$ cat src/rtl/logic_sweep_pkg.sv
// Shared types and constants for the logic sweep checker: FSM states, mode
// encoding and the saturating mismatch counter.
package logic_sweep_pkg;

    typedef enum logic [1:0] {
        IDLE  = 2'd0,
        APPLY = 2'd1,
        DONE  = 2'd2
    } state_e;

    localparam logic MODE_SWEEP  = 1'b0;
    localparam logic MODE_TOGGLE = 1'b1;

    localparam int              MM_W   = 16;
    localparam logic [MM_W-1:0] MM_SAT = {MM_W{1'b1}};

    function automatic logic [MM_W-1:0] sat_inc(input logic [MM_W-1:0] v);
        return (v == MM_SAT) ? v : v + 1'b1;
    endfunction

endpackage

$ cat src/rtl/sweep_stim_gen.sv
// Stimulus register for the sweep checker: loads a start vector, then steps
// either by binary increment or by flipping one selected bit.
module sweep_stim_gen
    import logic_sweep_pkg::*;
#(
    parameter int N_IN = 3
) (
    input  logic            clk,
    input  logic            rst_n,
    input  logic            load,
    input  logic [N_IN-1:0] load_val,
    input  logic            step,
    input  logic            mode,
    input  logic [2:0]      tog_sel,
    output logic [N_IN-1:0] stim
);

    logic [N_IN-1:0] stim_q, stim_d;

    always_comb begin
        stim_d = stim_q;
        if (load) begin
            stim_d = load_val;
        end else if (step) begin
            // tog_sel is already range-limited by the caller
            stim_d = (mode == MODE_TOGGLE) ? (stim_q ^ (N_IN'(1) << tog_sel))
                                           : (stim_q + 1'b1);
        end
    end

    always_ff @(posedge clk or negedge rst_n) begin
        if (!rst_n) stim_q <= '0;
        else        stim_q <= stim_d;
    end

    assign stim = stim_q;

endmodule

$ cat config.mk
export PLATFORM = sky130hd
export DESIGN_NAME = sweep_stim_gen
export DESIGN_NICKNAME = d
export VERILOG_FILES = /design/src/rtl/logic_sweep_pkg.sv /design/src/rtl/sweep_stim_gen.sv
export SDC_FILE = /design/constraint.sdc
export NUM_CORES = 1
export LEC_CHECK = 0
export ABC_AREA = 1
export ABC_CLOCK_PERIOD_IN_PS = 1300
export CAP_MARGIN = 20
export CORE_AREA = 2 2 39 41
export CTS_CLUSTER_SIZE = 8
export DETAILED_ROUTE_END_ITERATION = 6
export DIE_AREA = 0 0 41 43
export HOLD_SLACK_MARGIN = 0.15
export RECOVER_POWER = 50
export SYNTH_ARGS = -nofsm -noshare
export SYNTH_HDL_FRONTEND = slang
export SYNTH_SLANG_ARGS = --single-unit
$ cat constraint.sdc
create_clock -name clk -period 1.3 [get_ports clk]
set_input_delay 0.13 -clock clk [delete_from_list [all_inputs] [get_ports clk]]
set_output_delay 0.13 -clock clk [all_outputs]
set_load 0.05 [all_outputs]
# Yosys cells after proc, flatten, opt, wreduce, memory -nomap -nowiden

Cells that the tools add are included.

Reduce and logical (&&, ||, !) cells: 1
Shifts and indexed selects: 1
Multiplexer cells: 3
$add $sub $neg: 1
Bitwise operators: 1

Operators by type and width:

| operator                                        | count |
|---|---|
| two-way mux 3 bit                               | 3 |
| adder 3 x 1 -> 3 bit, second input constant     | 1 |
| left shift 1 x 3 -> 3 bit, first input constant | 1 |
| XOR 3 bit                                       | 1 |
| nonzero test 2 bit                              | 1 |

Input bits: 11
Bits in registers: 3
Logic and storage cells: 8

# Longest topological paths before layout

Depth after elaboration: 5
Depth in mapped cells: 7
Gate-level depth less buffers: 7

# Worst setup path after synthesis

No wires, ideal clock.

Path type: register to register
Start point: reg stim_q[1] (netlist: stim[1])
End point: reg stim_q[1] (netlist: stim[1])
Arrival: 1,240 ps
Clock period less this slack: 1,363 ps
Required time: 1,178 ps
Setup slack: -63 ps
Cell stages (with the launch flop): 5
Path through: dfrtp_1 > ha_1 > o21a_1 > nand2_1 > nand2_1

Cells in the longest elaborated chain, start to end: 4
Elaborated cells between the ends (all ways): 5
Those cells by class: add/sub (1); mux (3); bitwise (1)

Ends and longest elaborated chain:

| item                                              | RTL line                                   | text |
|---|---|---|
| from (decl)                                       | sweep_stim_gen.sv:18                       | `logic [N_IN-1:0] stim_q, stim_d;` |
| from (signal assigned)                            | sweep_stim_gen.sv:33                       | `else stim_q <= stim_d;` |
| adder 3 x 1 -> 3 bit or XOR 3 bit (tied branches) | sweep_stim_gen.sv:27, sweep_stim_gen.sv:26 |  |
| two-way mux 3 bit *                               | sweep_stim_gen.sv:26                       | `stim_d = (mode == MODE_TOGGLE) ? (stim_q ^ (N_IN'(1) << tog_sel))` |
| two-way mux 3 bit *                               | sweep_stim_gen.sv:24                       | `end else if (step) begin` |
| two-way mux 3 bit *                               | sweep_stim_gen.sv:22                       | `if (load) begin` |

Every way passes the cells marked *; elsewhere a longest branch is shown, timed or not. The select of a mux whose other input is x is not followed.
A chain may end at the register's enable or synchronous reset.

# Final worst setup path

Start point: reg stim_q[0] (netlist: stim[0])
End point: reg stim_q[1] (netlist: stim[1])

Cells in the longest elaborated chain, start to end: 4

Ends and longest elaborated chain:

| item                 | RTL line             | text |
|---|---|---|
| adder 3 x 1 -> 3 bit | sweep_stim_gen.sv:27 | `: (stim_q + 1'b1);` |
| two-way mux 3 bit    | sweep_stim_gen.sv:26 |  |
| two-way mux 3 bit    | sweep_stim_gen.sv:24 |  |
| two-way mux 3 bit    | sweep_stim_gen.sv:22 |  |

Every way passes these cells. The select of a mux whose other input is x is not followed.

==> impl_metrics.csv <==
group,metric,value,unit
routing,ant_nets,0,
flow_run,max_cap_violations,0,
setup_path,path_buf_inv,0,
setup_path,cp.arrival,1270,ps
setup_path,critPathTopFamily,"flip-flops",
cells_and_area,area_growth_syn_to_layout,87.88,%
logic_synthesis,synth-seq-area-share,0.3030,
setup_path,critPathMaxFanout,5,
setup_path,cp-end-kind,"flip-flop",
cells_and_area,layout_common_cells,"12 x nand2_1, 9 x clkdlybuf4s50_1, 6 x inv_1",
setup_path,crit_path_frequent_cell,"nand2_1",
setup_path,required,1420,ps
global_route,gr-total-overflow,0,
floorplanning,die_h,43,µm
global_route,grt_pass1_wl,1083,µm
clock_tree,ctsHtreeMaxLevel,1,
routing,viasPerCell,4.333,
power,static-leakage-power,0.2244,nW
floorplanning,die_x,41,µm
global_route,first_global_vias,287,
setup_path,crit_chain,"ha_1, o21a_1, nand2_1, nand2_1",
cells_and_area,stdcell_count,72,
sta,worstMarginPinSlew,211.8,ps
clock_tree,clkTransAtPathRegs,40,ps
logic_synthesis,syn_area,247.7,µm²
sta,drv_slew,0,
clock_tree,cts_inserted_buffers,3,
placement,dp_cells,67,
routing,via_count,312,
clock_tree,cts_buffer_depth,2,
clock_tree,cts_root_buffer,"clkbuf_4",
sta,slew_headroom,0.8583,
sta,post-route-min-period,1155,ps
worst_hold_path,hp-class,"in -> reg",
cells_and_area,final_common_cell,"nand2_1",
sta,skew,1.942,ps
sta,rsz0062_at_grt,"false",
floorplanning,row_count,14,
floorplanning,die_area,1763,µm²
cells_and_area,n_antenna_cell,0,
placement,placement.io_buffers,13,
placement,place_congestion,0.7823,
logic_synthesis,syn-num-nets,50,
clock_tree,cts_resized,0,
clock_tree,clk_latency,230,ps
cells_and_area,layout-drive-gt1-share,0.1607,
logic_synthesis,avgSynthCellArea,6.519,µm²
routing,post_drt_wl_per_cell,9.458,µm
setup_path,cp-start-kind,"flip-flop",
logic_synthesis,synthCells,38,
setup_path,setup.worst_path.class,"reg -> reg",
floorplanning,start_util,0.1790,
power,cellPowerDensity,1000,nW/µm²
sta,final.setup.tns,0,ps
cells_and_area,largest_register_ffs,3,
routing,drtIter0Drc,8,
sta,setup_viol,0,
routing,drc_errors,0,
run_status,status,"complete, no violations",
routing,drt_wl_total,681,µm
global_route,grt_util_all_layers,0.09164,
sta,period_share,0.8887,
sta,fmax,865.6,MHz
setup_path,worst_path_max_delay_cell,"dfrtp_1",
clock_tree,cts_tree,"done",
power,peakVddDrop,532.8,µV
placement,dp_hpwl,538.9,µm
global_route,antenna_found_initial,0,
clock_tree,cts.sinks,3,
setup_path,max_stage_delay,440,ps
routing,first_pass_iters,4,
global_route,grt_max_degree,7,
logic_synthesis,ys_types,13,
cells_and_area,fillCellCount,147,
logic_synthesis,synth.ff_latch_count,3,
floorplanning,num_io_pins,14,
sta,final_hold_viol_count,0,
cells_and_area,layout.nets,69,
logic_synthesis,ys_warn_count,0,
floorplanning,core,1384,µm²
## through the flow
| stage | setup WS, ps | instance area (µm²) | hold slack [ps] | util | total power [mW] |
|---|---|---|---|---|---|
| 2_1_floorplan | 84.90 | 250.2 | -165.6 | - | 0.2007 |
| 3_3_place_gp | 99.76 | 430.4 | 327.9 | 0.3110 | 0.2978 |
| 3_5_place_dp | 70.14 | 430.4 | 331.4 | 0.3110 | 0.2997 |
| 4_1_cts | 152.3 | 466.7 | 518.9 | 0.3373 | 0.4763 |
| 5_1_grt | 84.32 | 465.4 | 547.3 | 0.3363 | 0.4939 |
| 6_report | 144.7 | 465.4 | 523.9 | 0.3363 | 0.4655 |
## worst min-delay path, stage by stage
cell	delay (ps)
clkdlybuf4s50_1	460
a22oi_1	80
nand2_1	60
## kinds of logic after synthesis
group,share of synthesized area
buf+inv,0.1060
compound gates,0.1212
simple gates,0.4192
flops,0.3030
fa+ha+maj,0.05050
## worst paths after layout
check	start	end	slack, ps	cells past startpoint
max	stim[0]$_DFFE_PN0P_	stim[1]$_DFFE_PN0P_	140	4
min	load_val[0]	stim[0]$_DFFE_PN0P_	520	3
max reg2reg	stim[0]$_DFFE_PN0P_	stim[1]$_DFFE_PN0P_	140	4
min reg2reg	stim[1]$_DFFE_PN0P_	stim[1]$_DFFE_PN0P_	600	2
max in group asynchronous	rst_n	stim[1]$_DFFE_PN0P_	420	2
min in group asynchronous	rst_n	stim[0]$_DFFE_PN0P_	700	2
## report_power, final
| group | leakage (nW) | internal (mW) | switching, mW |
|---|---|---|---|
| Sequential | 0.0352 | 0.105 | 0.0198 |
| Clock | 0.0150 | 0.115 | 0.0511 |
| Combinational | 0.174 | 0.0914 | 0.0825 |
## timing repair
action,4_1_cts,5_1_grt
buffers inserted,0,0
endpoints found under the hold margin,3,0
hold buffers,1,0
endpoints found under the setup margin,0,0
## layout make-up
class                      instances  area, µm²  area share
clock buffer                       4      26.28     0.05645
inverter                           7      26.28     0.05645
multi-input combinational         28      146.4      0.3145
sequential                         3      76.32      0.1640
tap                               16      20.02     0.04301
timing repair buffer              14      170.2      0.3656
## cells in the mapped netlist
cell / count / area share
nand2_1: 12 / 0.18
inv_1: 6 / 0.091
nand3_1: 5 / 0.10
a22oi_1: 3 / 0.091
dfrtp_1: 3 / 0.30
nor2_1: 2 / 0.030
clkinv_1: 1 / 0.015
ha_1: 1 / 0.050
nand2_2: 1 / 0.025
nand3b_1: 1 / 0.030
nand4_1: 1 / 0.025
nor2_2: 1 / 0.025
o21a_1: 1 / 0.030
## per-layer routing
metal	global-route usage	share of wire	vias to the layer above	wire length, µm
li1	-	-	159	-
met1	0.1006	0.38	145	258
met2	0.1469	0.54	8	371
met3	0.06806	0.075	0	51
met4	0	0	0	0
met5	0	0	-	0
(Power assumes the default switching activity.)
